[config.mk]
export PLATFORM = sky130hd
export DESIGN_NAME = instr_fetch_unit
export DESIGN_NICKNAME = d
export VERILOG_FILES = /design/src/rtl/instr_fetch_unit.sv
export SDC_FILE = /design/constraint.sdc
export NUM_CORES = 1
export LEC_CHECK = 0
export CELL_PAD_IN_SITES_DETAIL_PLACEMENT = 1
export CELL_PAD_IN_SITES_GLOBAL_PLACEMENT = 1
export CORE_MARGIN = 8
export CORE_UTILIZATION = 38
export DETAILED_ROUTE_END_ITERATION = 12
export PLACE_DENSITY = 0.88
export SLEW_MARGIN = 5
export SYNTH_ARGS = -nofsm -noshare
export SYNTH_HDL_FRONTEND = slang
export SYNTH_SLANG_ARGS = --single-unit
[constraint.sdc]
create_clock -name clk -period 3.66 [get_ports clk]
set_input_delay 0.366 -clock clk [delete_from_list [all_inputs] [get_ports clk]]
set_output_delay 0.366 -clock clk [all_outputs]
set_load 0.02 [all_outputs]
[src/rtl/instr_fetch_unit.sv]
// Instruction fetch stage: PC sequencing, single-outstanding imem req/ack, 2-entry
// instruction queue toward decode, redirect flush with drop of an abandoned fetch.
module instr_fetch_unit #(
    parameter logic [31:0] RESET_PC = 32'h0000_0000
) (
    input  logic        clk,
    input  logic        reset,
    output logic        imem_req,
    output logic [31:0] imem_addr,
    input  logic        imem_ack,
    input  logic [31:0] imem_rdata,
    input  logic        redirect_valid,
    input  logic [31:0] redirect_pc,
    output logic        id_valid,
    input  logic        id_ready,
    output logic [31:0] id_instr,
    output logic [31:0] id_pc,
    output logic [31:0] id_pc_plus4,
    output logic [5:0]  op_out,
    output logic [5:0]  func_out
);

    typedef enum logic [1:0] {IDLE, REQ, DROP} state_t;

    typedef struct packed {
        logic [31:0] instr;
        logic [31:0] pc;
    } entry_t;

    state_t       state, state_nxt;
    logic [31:0]  fetch_pc;
    logic [31:0]  drop_addr;
    entry_t [1:0] q;
    logic [1:0]   count, count_nxt;
    logic         deq, enq, wr_idx;

    assign id_valid = (count != 2'd0);
    assign deq      = id_valid && id_ready;
    // Only a live fetch completing in REQ fills the queue; a redirect kills it.
    assign enq      = (state == REQ) && imem_ack && !redirect_valid;
    // Slot for the incoming word, after any same-cycle dequeue has shifted the head.
    assign wr_idx   = count[0] & ~deq;

    always_comb begin
        count_nxt = count + {1'b0, enq} - {1'b0, deq};
        if (redirect_valid)
            count_nxt = 2'd0;
    end

    always_comb begin
        state_nxt = state;
        imem_req  = 1'b0;
        imem_addr = fetch_pc;
        case (state)
            IDLE: begin
                if (count_nxt != 2'd2)
                    state_nxt = REQ;
            end
            REQ: begin
                imem_req = 1'b1;
                if (redirect_valid)
                    state_nxt = imem_ack ? REQ : DROP;
                else if (imem_ack)
                    state_nxt = (count_nxt == 2'd2) ? IDLE : REQ;
            end
            DROP: begin
                // The abandoned request must keep its address until memory answers.
                imem_req  = 1'b1;
                imem_addr = drop_addr;
                if (imem_ack)
                    state_nxt = (count_nxt == 2'd2) ? IDLE : REQ;
            end
            default: state_nxt = IDLE;
        endcase
    end

    always_ff @(posedge clk) begin
        if (reset) begin
            state     <= IDLE;
            fetch_pc  <= RESET_PC;
            drop_addr <= RESET_PC;
            count     <= 2'd0;
            q         <= '0;
        end else begin
            state <= state_nxt;
            count <= count_nxt;
            if (redirect_valid)
                fetch_pc <= redirect_pc & 32'hFFFF_FFFC;
            else if (enq)
                fetch_pc <= fetch_pc + 32'd4;
            if ((state == REQ) && redirect_valid && !imem_ack)
                drop_addr <= fetch_pc;
            if (!redirect_valid) begin
                if (deq)
                    q[0] <= q[1];
                if (enq)
                    q[wr_idx] <= '{instr: imem_rdata, pc: fetch_pc};
            end
        end
    end

    // An empty queue presents an all-zero NOP to the decoder.
    assign id_instr    = id_valid ? q[0].instr : 32'h0;
    assign id_pc       = q[0].pc;
    assign id_pc_plus4 = q[0].pc + 32'd4;
    assign op_out      = id_instr[31:26];
    assign func_out    = id_instr[5:0];

endmodule

==> summary.txt, run 1 <==
Placed design
  • I/O Buffers: 206
  • Detailed Place HPWL: 23100 um
  • Placer Congestion: 0.796

Pwr
  • VDD IR max: 228 uV
  • Total chip power: 4.62 mW
  • PD cells: 374 nW/um2
  • Static leakage: 4.10 nW

Clocking
  • Clock root buffer: clkbuf_16
  • Clock slew at reported path FFs: 80 ps
  • TritonCTS clock tree: yes
  • Resize count post-CTS: 0
  • Post-CTS Setup Bufs: 0
  • CTS max path bufs: 2
  • CTS buffer count: 17
  • Cts hold-fix bufs: 0
  • Clock Latency Late Sink: 440 ps
  • H-tree levels: 4
  • Num Clock Sinks: 190

Status
  • Outcome: complete, no violations

Timing
  • Hold Slack: 453 ps
  • Rel. slew slack: 28.6%
  • Post-layout min period: 3260 ps
  • RSZ-0062 raised after global routing: false
  • Clock Skew: 16.1 ps
  • Final setup fails: 0
  • Setup TNS: 0 ps
  • Max Slew Vio Count: 0
  • Least-Margin Pin Slew: 1070 ps
  • Period utilization: 89.1%
  • Hold Fails Final Rpt: 0
  • Fmax: 0.307 GHz

Critical path
  • Critical path fanouts, max: 8
  • CP peak stage delay: 640 ps
  • Worst EP required: 3290 ps
  • CP Class: reg2out
  • WP data arrival: 2890 ps
  • Crit-path slowest cell: clkdlybuf4s50_1
  • Startpoint types: flip-flop
  • Worst-path cell chain: ha_1, inv_1, nor4_1, buf_4, nand3_1, xnor2_1, clkdlybuf4s50_1
  • Nature of the critical path endpoint: primary output

Global route
  • Initial antenna violation count: 2
  • Total GRT Usage: 20.9%
  • Pin count of the biggest net entering global routing: 127
  • Vias in the first global route: 9749
  • First-pass GRT wire length: 53100 um
  • Congestion Overflow GR: 0

Floorplanning
  • I/O pin count: 211
  • Placement row count: 59
  • Die area: 31400 um2
  • Die Height: 177 um
  • Total core area: 25800 um2
  • Initial Util: 38.3%
  • Chip width: 177 um

Drt
  • Vias: 9420
  • Antenna viol nets, final: 0
  • Routed WL: 33800 um
  • Per-cell routed wire length: 20.4 um
  • # DRC: 0
  • Vias per cell: 5.69
  • Initial drt markers: 915
  • Drt first pass iters: 7

Synth
  • Post-Syn Area per Cell: 8.15 um2
  • Post-synth EDFFs: 0
  • Yosys top cell by area: dfxtp_1
  • Top cells by area, synth: dfxtp_1 (38%), nand2_1 (8.6%), mux2_2 (8.4%), a21oi_1 (5.7%), a222oi_1 (4.6%)
  • Synth Warn #: 0
  • Post-synthesis sequential area ratio: 38.5%
  • Synth Register Bits: 190
  • Yosys top cell area share: 38.5%
  • Gate count after technology mapping: 1213
  • Synthesized area: 9890 um2
  • Top_reg_cell synth: dfxtp_1
  • Synth unique cells: 63
  • Asr flop ratio synth: 0%

Final layout
  • Fillers: 3062
  • P&R area growth vs syn: 24.9%
  • Final net count: 1382
  • Multi-input gate area: 5230 um2
  • Flip-flop and latch area: 3800 um2
  • Share of post-route cells with drive strength above 1: 10.8%

Run
  • Max Cap Violations: 0

Min path
  • HP Class: reg2reg
[cells in the final DEF, fill, tap and decap left out, types with 9 or more instances in the layout]
master           instances
a21o_1                  10
a21oi_1                111
a222oi_1                45
a311oi_1                11
and3_1                   9
buf_4                   21
clkbuf_16               17
clkdlybuf4s50_1        204
dfxtp_1                190
inv_1                   13
mux2_2                  74
nand2_1                227
nand3_1                 50
nand4_1                 23
nor2_1                  83
nor2b_1                 34
nor3_1                  15
or4_1                    9
xnor2_1                 31
[state kept, by name, summed over array words and instances (netlist names)]
name       cells
fetch_pc      30
state          2
count          2
drop_addr     30
q             94
id_pc         32
[area by class of cell]
cell class | instances | area share (%)
sequential | 190 | 30.8
clock inverter | 15 | 1.32
inverter | 14 | 0.425
tap | 335 | 3.39
timing repair buffer | 229 | 18.3
clock buffer | 17 | 3.44
antenna | 3 | 0.0608
multi-input combinational | 853 | 42.3
[cell usage after synthesis (3+ instances only)]
library cell	count
nand2_1	227
dfxtp_1	190
a21oi_1	112
nor2_1	84
clkbuf_1	82
mux2_2	74
nand3_1	50
buf_4	48
a222oi_1	45
nor2b_1	34
xnor2_1	31
nand4_1	23
buf_2	18
nor3_1	16
inv_1	13
a311oi_1	11
a21o_1	10
and3_1	9
or4_1	9
a211oi_1	8
ha_1	8
o22ai_1	8
and4_1	7
o31ai_1	7
xor2_1	7
nor4_1	6
o211ai_1	6
o21ai_0	6
or3_1	6
and2_1	5
nor3b_1	5
a31oi_1	3
clkbuf_2	3
o311ai_0	3
[kinds of logic after synthesis]
group,share of synthesized area [%]
XOR/XNOR,3.59
AND/OR/NAND/NOR,23.7
AO/OA/AOI/OAI,15.7
multiplexers,8.53
other,0.0379
adder cells (fa/ha/maj),1.01
buffers and inverters,8.93
flip-flops,38.5
[layer usage]
metal  share of wire (%)  track usage (%)  vias up
met2                  50             35.9      303
li1                    -                -     4422
met1                  43             26.2     4650
met4                 2.2             7.75        0
met5                   0                0        -
met3                 5.4             2.87       45
[path summary, 6_finish.rpt]
| check | from | endpoint | slack [ps] | cells after the start |
|---|---|---|---|---|
| worst max register to register | state[0] | state[0] | 970 | 10 |
| worst max-delay path | id_pc[2] | id_pc_plus4[22] | 400 | 7 |
| worst min register to register | drop_addr[7] | drop_addr[7] | 450 | 2 |
| worst min-delay path | drop_addr[7] | drop_addr[7] | 450 | 2 |
[power by group]
group	internal (mW)	total [mW]	leakage (nW)	switching (mW)
Clock	0.923	1.88	0.287	0.955
Sequential	2.12	2.21	1.54	0.0949
Combinational	0.241	0.531	2.27	0.290
Total	3.28	4.62	4.10	1.34
[per-stage QoR]
step	setup WS (ps)	utilization (%)	instances	instance area, um2
floorplan	1100	-	1214	9890
global placement	832	45.5	1621	11800
detailed placement	724	45.5	1621	11800
CTS	395	47.8	1653	12300
global route	181	47.8	1655	12400
finish	401	47.8	1656	12400
[worst max-delay path, delay by kind of cell, from the launching register on]
family / cells / cell delay (ps)
simple gates: 2 / 440
buf+inv: 3 / 960
flops: 1 / 580
xor+xnor: 1 / 190
fa+ha+maj: 1 / 290
No activity file was read; power rests on OpenSTA's default activity.
==> run 2: changes to the inputs <==
--- a/config.mk
+++ b/config.mk
@@ -8,9 +8,10 @@
 export CELL_PAD_IN_SITES_DETAIL_PLACEMENT = 1
 export CELL_PAD_IN_SITES_GLOBAL_PLACEMENT = 1
 export CORE_MARGIN = 8
-export CORE_UTILIZATION = 38
+export CORE_UTILIZATION = 39
+export CTS_BUF_LIST = sky130_fd_sc_hd__clkbuf_8
 export DETAILED_ROUTE_END_ITERATION = 12
-export PLACE_DENSITY = 0.88
+export PLACE_DENSITY = 0.9
 export SLEW_MARGIN = 5
 export SYNTH_ARGS = -nofsm -noshare
 export SYNTH_HDL_FRONTEND = slang
==> summary.txt, run 2 (synthesis gave the netlist of run 1 again) <==
Min path
  • HP Class: in2reg

Critical path
  • Worst EP required: 3290 ps
  • WP data arrival: 2970 ps
  • Critical path fanouts, max: 8
  • Startpoint types: flip-flop
  • Nature of the critical path endpoint: primary output
  • CP Class: reg2out

Global route
  • Vias in the first global route: 9980
  • Congestion Overflow GR: 0
  • First-pass GRT wire length: 53700 um
  • Initial antenna violation count: 2
  • Pin count of the biggest net entering global routing: 81
  • Total GRT Usage: 21.2%

Timing
  • Least-Margin Pin Slew: 976 ps
  • Period utilization: 91.1%
  • Hold Fails Final Rpt: 0
  • RSZ-0062 raised after global routing: false
  • Clock Skew: 16.4 ps
  • Fmax: 0.300 GHz
  • Final setup fails: 0
  • Setup TNS: 0 ps
  • Post-layout min period: 3330 ps
  • Max Slew Vio Count: 0
  • Rel. slew slack: 35.0%

Pwr
  • Combinational share of power: 12.9%
  • Net Sw Frac: 29.9%
  • VDD IR max: 185 uV
  • Psw: 1.25 mW
  • Seq pwr share: 52.9%
  • PD cells: 344 nW/um2
  • Clock power frac: 34.3%
  • P_int: 2.94 mW
  • Static leakage: 4.02 nW

Clocking
  • TritonCTS clock tree: yes
  • CTS buffer count: 17
  • CTS max path bufs: 2
  • Resize count post-CTS: 0
  • Num Clock Sinks: 190
  • Clock root buffer: clkbuf_8
  • Clock slew at reported path FFs: 110 ps
  • Cts hold-fix bufs: 0
  • Clock Latency Late Sink: 470 ps
  • Post-CTS Setup Bufs: 0
  • H-tree levels: 4

Floorplanning
  • Placement row count: 58
  • Total core area: 25000 um2
  • Die area: 30700 um2
  • Die Height: 175 um
  • I/O pin count: 211
  • Chip width: 175 um
  • Initial Util: 39.5%

Drt
  • Antenna viol nets, final: 0
  • Initial drt markers: 869
  • Per-cell routed wire length: 20.5 um
  • Drt first pass iters: 8
  • Vias per cell: 5.78
  • Routed WL: 33900 um
  • # DRC: 0
  • Vias: 9559

Placed design
  • Placer Congestion: 0.788
  • I/O Buffers: 206
  • Post-DP Area: 11800 um2
  • Detailed Place HPWL: 23700 um

Final layout
  • Post-route core utilization: 48.6%
  • Register name with the most flops: q
  • P&R area growth vs syn: 23.1%
  • Final net count: 1386
  • Most frequent cells in the layout: nand2_1 (227), clkdlybuf4s50_1 (204), dfxtp_1 (190)
  • Commonest non-fill, non-tap cell in the layout: nand2_1
  • Number of flip-flops in the largest register: 94
  • Share of post-route cells with drive strength above 1: 11.1%
  • Final Cell Area: 12200 um2

Status
  • Outcome: complete, no violations

Run
  • Max Cap Violations: 0
## run 2: layout make-up
class / instances / area (um2)
Fill cell: 2955 / 12900
Multi-Input combinational cell: 853 / 5230
Sequential cell: 190 / 3800
Timing Repair Buffer: 233 / 2270
Tap cell: 330 / 413
Clock buffer: 17 / 234
Clock inverter: 15 / 168
Inverter: 14 / 52.6
Antenna cell: 2 / 5.00
## run 2: worst paths after layout
path / start / end / slack (ps) / depth (start not counted)
worst max-delay path: id_pc[2] / id_pc_plus4[26] / 330 / 7
worst min-delay path: reset / drop_addr[26] / 360 / 2
worst max register to register: state[0] / fetch_pc[22] / 890 / 6
worst min register to register: q[93] / q[93] / 460 / 2
## run 2: stage by stage
step	hold WS [ps]	setup slack, ps	power [mW]	cells
6_report	361	326	4.19	1654
5_1_grt	355	108	4.35	1654
4_1_cts	340	246	4.21	1652
3_5_place_dp	447	746	2.79	1620
3_3_place_gp	437	835	2.77	1620
2_1_floorplan	433	1100	2.54	1214
## run 2: power groups by stage
| stage | Combinational [mW] | Clock, mW | Sequential [mW] |
|---|---|---|---|
| after detailed placement | 0.535 | 0 | 2.26 |
| after floorplan | 0.343 | 0 | 2.19 |
| after global routing | 0.576 | 1.56 | 2.22 |
| after CTS | 0.539 | 1.46 | 2.21 |
| final | 0.539 | 1.43 | 2.21 |
| after global placement | 0.519 | 0 | 2.25 |
## run 2: critical path: stages (launching register included)
cell and delay (ps):
dfxtp_1 570, ha_1 290, inv_1 110, nor4_1 390
buf_4 220, nand4_1 120, xnor2_1 170, clkdlybuf4s50_1 630
## run 2: layer usage
layer | global-route usage [%] | share of wire [%] | vias to the layer above | wire (um)
met5 | 0 | 0 | - | 0
met4 | 6.71 | 2.2 | 0 | 742
met3 | 4.23 | 6.0 | 48 | 2040
met2 | 35.9 | 48 | 322 | 16400
met1 | 26.8 | 43 | 4762 | 14700
li1 | - | - | 4427 | -
==> RTL edit 1: new RTL, flow settings as in run 2 <==
Reset style: asynchronous (`reset`), changed in one clocked block.
--- a/src/rtl/instr_fetch_unit.sv
+++ b/src/rtl/instr_fetch_unit.sv
@@ -74,7 +74,7 @@
         endcase
     end
 
-    always_ff @(posedge clk) begin
+    always_ff @(posedge clk or posedge reset) begin
         if (reset) begin
             state     <= IDLE;
             fetch_pc  <= RESET_PC;
Formal check against the unedited RTL: differs if reset is asserted again (counterexample within 4 cycles, from zero or initial values and one cycle with reset high); with reset held inactive, the same outputs for 4 cycles.
==> RTL edit 1 against run 2 <==
Wire length decreased by 13%; worst setup slack improved by 120 ps; sequential cell count unchanged; cell count is 15% lower; area after synthesis down 1.7%; critical endpoint is now id_pc_plus4[31]; design area increased by 0.38%.
Power is not compared: it rests on default switching activity, and its combinational part moved more than twofold at a synthesized area within 25%.
==> RTL edit 1: results (changes against run 2) <==
INFO  metric yosys.area_share.adder = 0.0103 (was 0.0101)
INFO  metric use_met2 = 0.331 (was 0.359)
INFO  metric number_of_vias_per_cell = 5.45 (was 5.78)
INFO  metric worst-path-max-fanout = 9 (was 8)
INFO  metric dp_hpwl = 20.8 mm (was 23.7 mm)
INFO  metric min-delay-path-class = in -> async (was in -> reg)
INFO  metric ys_types = 47 (was 63)
INFO  metric largest_reg_flops = 94 (unchanged)
INFO  metric number_of_nets_in_the_layout = 1154 (was 1386)
INFO  metric drt_pre_antenna_iters = 4 (was 8)
INFO  metric synthArstFlopShare = 1.00 (was 0)
INFO  metric routed_wl = 29.6 mm (was 33.9 mm)
INFO  metric n_antenna_cell = 0 (was 2)
INFO  metric synth-seq-area-share = 0.489 (was 0.385)
INFO  metric gr-usage-met1 = 0.237 (was 0.268)
INFO  metric cell_at_the_root_of_the_clock_tree = sky130_fd_sc_hd__clkbuf_8 (unchanged)
INFO  metric post_synth_mux_area_share = 0.124 (was 0.0853)
INFO  metric timing.max_slew.rel_slack = 0.488 (was 0.350)
INFO  metric grt_antenna_before_repair = 0 (was 2)
INFO  metric grt_pass1_vias = 8441 (was 9980)
INFO  metric ranking_of_synthesized_cells_by_instance_count = 190 x sky130_fd_sc_hd__dfrtp_1, 106 x sky130_fd_sc_hd__mux2_2, 100 x sky130_fd_sc_hd__nand2_1, 94 x sky130_fd_sc_hd__o21ai_0, 63 x sky130_fd_sc_hd__a22oi_1 (was 227 x sky130_fd_sc_hd__nand2_1, 190 x sky130_fd_sc_hd__dfxtp_1, 112 x sky130_fd_sc_hd__a21oi_1, 84 x sky130_fd_sc_hd__nor2_1, 82 x sky130_fd_sc_hd__clkbuf_1)
INFO  metric status = completed (unchanged)
INFO  metric htree_levels = 4 (unchanged)
INFO  metric cts_buffers = 17 (unchanged)
INFO  metric clockBufferDepth = 2 (unchanged)
INFO  metric detailedPlace.worstSlack = 888 ps (was 746 ps)
INFO  metric initialDrtViolationCount = 417 (was 869)
INFO  metric wire_length_of_the_first_global_routing_pass = 47.8 mm (was 53.7 mm)
INFO  metric synth-main-ff-cell = sky130_fd_sc_hd__dfrtp_1 (was sky130_fd_sc_hd__dfxtp_1)
INFO  metric grt_start_max_net_pins = 63 (was 81)
INFO  metric synth-xor-area-share = 0.0383 (was 0.0359)
INFO  metric clock_skew = 18.6 ps (was 16.4 ps)
INFO  metric power.static_leakage = 0.00507 uW
INFO  metric synth_compound_area_frac = 0.120 (was 0.157)
INFO  metric netlist_top_cells_area = sky130_fd_sc_hd__dfrtp_1 49%, sky130_fd_sc_hd__mux2_2 12%, sky130_fd_sc_hd__a22oi_1 4.9% (was sky130_fd_sc_hd__dfxtp_1 38%, sky130_fd_sc_hd__nand2_1 8.6%, sky130_fd_sc_hd__mux2_2 8.4%)
INFO  metric global_route.usage.met3 = 0.0475 (was 0.0423)
INFO  metric groute.usage.overall = 0.194 (was 0.212)
INFO  metric gp_congestion = 0.787 (was 0.788)
INFO  metric layout-drive-gt1-share = 0.153 (was 0.111)
INFO  metric crit_arrival = 2850 ps (was 2970 ps)
[RTL edit 1: changes by cell type in the layout (fill, tap and decap cells not counted), sizes merged, moves of 61 or more]
cell | before | now
dfxtp | 190 | 0
nand2 | 227 | 100
a21oi | 112 | 5
nor2 | 84 | 23
dfrtp | 0 | 190
a22oi | 0 | 63
o21ai | 7 | 94
[RTL edit 1: metrics by stage]
| stage | area (um^2) | hold WS, ps | util | cells |
|---|---|---|---|---|
| detailed placement | 11800 | 473 | 0.484 | 1382 |
| finish | 12200 | 345 | 0.501 | 1412 |
| global placement | 11800 | 463 | 0.484 | 1382 |
| global route | 12200 | 348 | 0.501 | 1412 |
| CTS | 12200 | 332 | 0.501 | 1412 |
| floorplan | 9730 | 450 | - | 948 |
[RTL edit 1: layout make-up]
class / count / area [um^2]
clock buffers: 17 / 234
clock inverters: 13 / 186
fillers: 2683 / 12200
inverters: 33 / 128
multi-input cells: 610 / 4240
flip-flops and latches: 190 / 4750
well taps: 324 / 405
repair buffers: 225 / 2270
[RTL edit 1: cells by family (layout without fill, tap and decap cells)]
family | Yosys count | in the layout
buffers and inverters | 148 | 288
XOR/XNOR | 41 | 41
flip-flops | 190 | 190
other | 1 | 2
AO/OA/AOI/OAI | 188 | 188
AND/OR/NAND/NOR | 264 | 264
multiplexers | 107 | 107
adder cells (fa/ha/maj) | 8 | 8
[RTL edit 1: final timing paths]
check,to,cells past startpoint,from,slack [ps]
worst max-delay path,id_pc_plus4[31],6,id_pc[4]$_DFFE_PP0N_,440
worst min-delay path,q[90]$_DFFE_PP0P_,2,reset,340
worst max register to register,state[0]$_DFFE_PP0P_,10,state[1]$_DFFE_PP0P_,940
worst min register to register,drop_addr[21]$_DFFE_PP0P_,2,drop_addr[21]$_DFFE_PP0P_,490
max in group asynchronous,q[32]$_DFFE_PP0N_,3,reset,2570
min in group clk,fetch_pc[5]$_DFFE_PP0N_,3,redirect_pc[5],470
[RTL edit 1: where the power goes]
group          internal (uW)  switching [uW]  total [uW]  leakage [uW]
clock                    743             783        1530      0.000207
combinational           1900            2180        4070       0.00245
sequential              2860             610        3470       0.00242
total                   5500            3570        9070       0.00507
[RTL edit 1: critical path: stages, from the launching register on]
cell                              delay (ps)
sky130_fd_sc_hd__dfrtp_1                 480
sky130_fd_sc_hd__nand3_1                 210
sky130_fd_sc_hd__nor4_2                  400
sky130_fd_sc_hd__buf_4                   260
sky130_fd_sc_hd__nand4_1                 180
sky130_fd_sc_hd__xnor2_1                 180
sky130_fd_sc_hd__clkdlybuf4s50_1         680
[RTL edit 1: per-layer routing]
metal  vias up  share of wire
met3        38          0.047
met5         -              0
met1      3950           0.42
met4         0          0.022
met2       183           0.51
li1       3524              -
==> RTL edit 2: new RTL, settings of run 2 <==
Without the edit above. The 3 states of `state_t` get a one-hot encoding in 3 bits.
--- a/src/rtl/instr_fetch_unit.sv
+++ b/src/rtl/instr_fetch_unit.sv
@@ -20,7 +20,7 @@
     output logic [5:0]  func_out
 );
 
-    typedef enum logic [1:0] {IDLE, REQ, DROP} state_t;
+    typedef enum logic [2:0] {IDLE = 3'b001, REQ = 3'b010, DROP = 3'b100} state_t;
 
     typedef struct packed {
         logic [31:0] instr;
Check against the original RTL: no difference found for any inputs over 4 cycles, from zero or initial values and one cycle with reset high; so few cycles prove little.
==> RTL edit 2 against run 2 <==
Area after synthesis rose by 2.2%; count of clock-buffer cells in the layout rose by 1; core utilization fell by 0.25 points; combinational power rose by 1%; worst setup slack got worse by 250 ps; first-iteration DRC count rose by 16%; wire length rose by 5.4%; design area rose by 2.4%; worst hold slack improved by 19 ps; global-route usage rose by 0.95 points; sequential cell count rose by 1; non-clock buffer count rose by 9; synthesized cell count rose by 2.6%; power fell by 0.15%.
==> RTL edit 2: results (changes against run 2) <==
INFO  metric wl_met3 = 2.57 mm (was 2.04 mm)
INFO  metric grt_start_max_net_pins = 82 (was 81)
INFO  metric netlist_top_cells_area = sky130_fd_sc_hd__dfxtp_1 38%, sky130_fd_sc_hd__nand2_1 8.5%, sky130_fd_sc_hd__mux2_2 7.7% (was sky130_fd_sc_hd__dfxtp_1 38%, sky130_fd_sc_hd__nand2_1 8.6%, sky130_fd_sc_hd__mux2_2 8.4%)
INFO  metric rrSetupSlack = 670 ps (was 890 ps)
INFO  metric layout-drive-gt1-share = 0.120 (was 0.111)
INFO  metric synth_cells = 1244 (was 1213)
INFO  metric crit_arrival = 3210 ps (was 2970 ps)
INFO  metric hold_path_end = q[41]$_SDFFE_PP0N_ (was drop_addr[26]$_SDFFE_PP0P_)
INFO  metric n_antenna_cell = 0 (was 2)
INFO  metric worst_r2r_endpoint = state[2]$_SDFFE_PP0P_ (was fetch_pc[22]$_SDFFE_PP0P_)
INFO  metric vias = 9810 (was 9559)
INFO  metric synth-seq-area-share = 0.378 (was 0.385)
INFO  metric insertion_delay = 500 ps (was 470 ps)
INFO  metric status = completed (unchanged)
INFO  metric highest_layer = met5 (was met4)
INFO  metric global_route.usage.met3 = 0.0463 (was 0.0423)
INFO  metric holdWs = 380 ps (was 361 ps)
INFO  metric dp_hpwl = 24.8 mm (was 23.7 mm)
INFO  metric grt_pass1_vias = 10200 (was 9980)
INFO  metric reg_to_reg_start = state[1]$_SDFFE_PP0P_ (was state[0]$_SDFFE_PP0P_)
INFO  metric gr-usage-met1 = 0.273 (was 0.268)
INFO  metric grt_antenna_before_repair = 1 (was 2)
INFO  metric power.static_leakage = 0.00414 uW (was 0.00402 uW)
INFO  metric routed_length_on_met1 = 14.7 mm (about the same)
INFO  metric routed_wl = 35.8 mm (was 33.9 mm)
INFO  metric initialDrtViolationCount = 1005 (was 869)
INFO  metric peakVddDrop = 183 uV (was 185 uV)
INFO  metric wire_length_of_the_first_global_routing_pass = 55.9 mm (was 53.7 mm)
INFO  metric clock_skew = 23.6 ps (was 16.4 ps)
-- RTL edit 2: repair_timing --
action,CTS,global route
endpoints found under the hold margin,0,0
resized for setup,0,2
setup endpoints to repair,0,1
-- RTL edit 2: kinds of logic after synthesis --
family / count (synthesis) / share of synthesized area
buffers and inverters: 191 / 0.0953
AO/OA/AOI/OAI: 257 / 0.173
flip-flops: 191 / 0.378
multiplexers: 69 / 0.0769
adder cells (fa/ha/maj): 4 / 0.00495
XOR/XNOR: 38 / 0.0343
AND/OR/NAND/NOR: 493 / 0.237
other: 1 / 0.000371
-- RTL edit 2: metrics by stage --
step	utilization	instance area, um^2	worst slack, ps	total power [uW]
floorplan	-	10100	783	2540
global placement	0.468	12000	528	2780
detailed placement	0.468	12000	360	2800
CTS	0.483	12500	77.9	4200
global route	0.484	12500	-38.3	4330
finish	0.484	12500	80.6	4180
-- RTL edit 2: layout make-up --
| class | instances | area share |
|---|---|---|
| clock buffers | 18 | 0.0199 |
| flip-flops and latches | 191 | 0.307 |
| multi-input cells | 863 | 0.432 |
| well taps | 335 | 0.0336 |
| repair buffers | 242 | 0.188 |
| inverters | 20 | 0.00602 |
| clock inverters | 14 | 0.0129 |
-- RTL edit 2: power groups by stage --
stage                     registers [uW]  logic [uW]  clock network, uW
after floorplan                     2190         347                  0
after global placement              2250         526                  0
after detailed placement            2260         541                  0
after CTS                           2210         545               1440
after global routing                2220         580               1530
final                               2210         547               1420
-- RTL edit 2: worst max-delay path, cell delays in order, from the launching register on --
cell,delay (ps)
sky130_fd_sc_hd__dfxtp_1,460
sky130_fd_sc_hd__ha_1,310
sky130_fd_sc_hd__inv_1,60
sky130_fd_sc_hd__or4_1,720
sky130_fd_sc_hd__nor3_1,330
sky130_fd_sc_hd__xor2_1,230
sky130_fd_sc_hd__clkdlybuf4s50_1,640
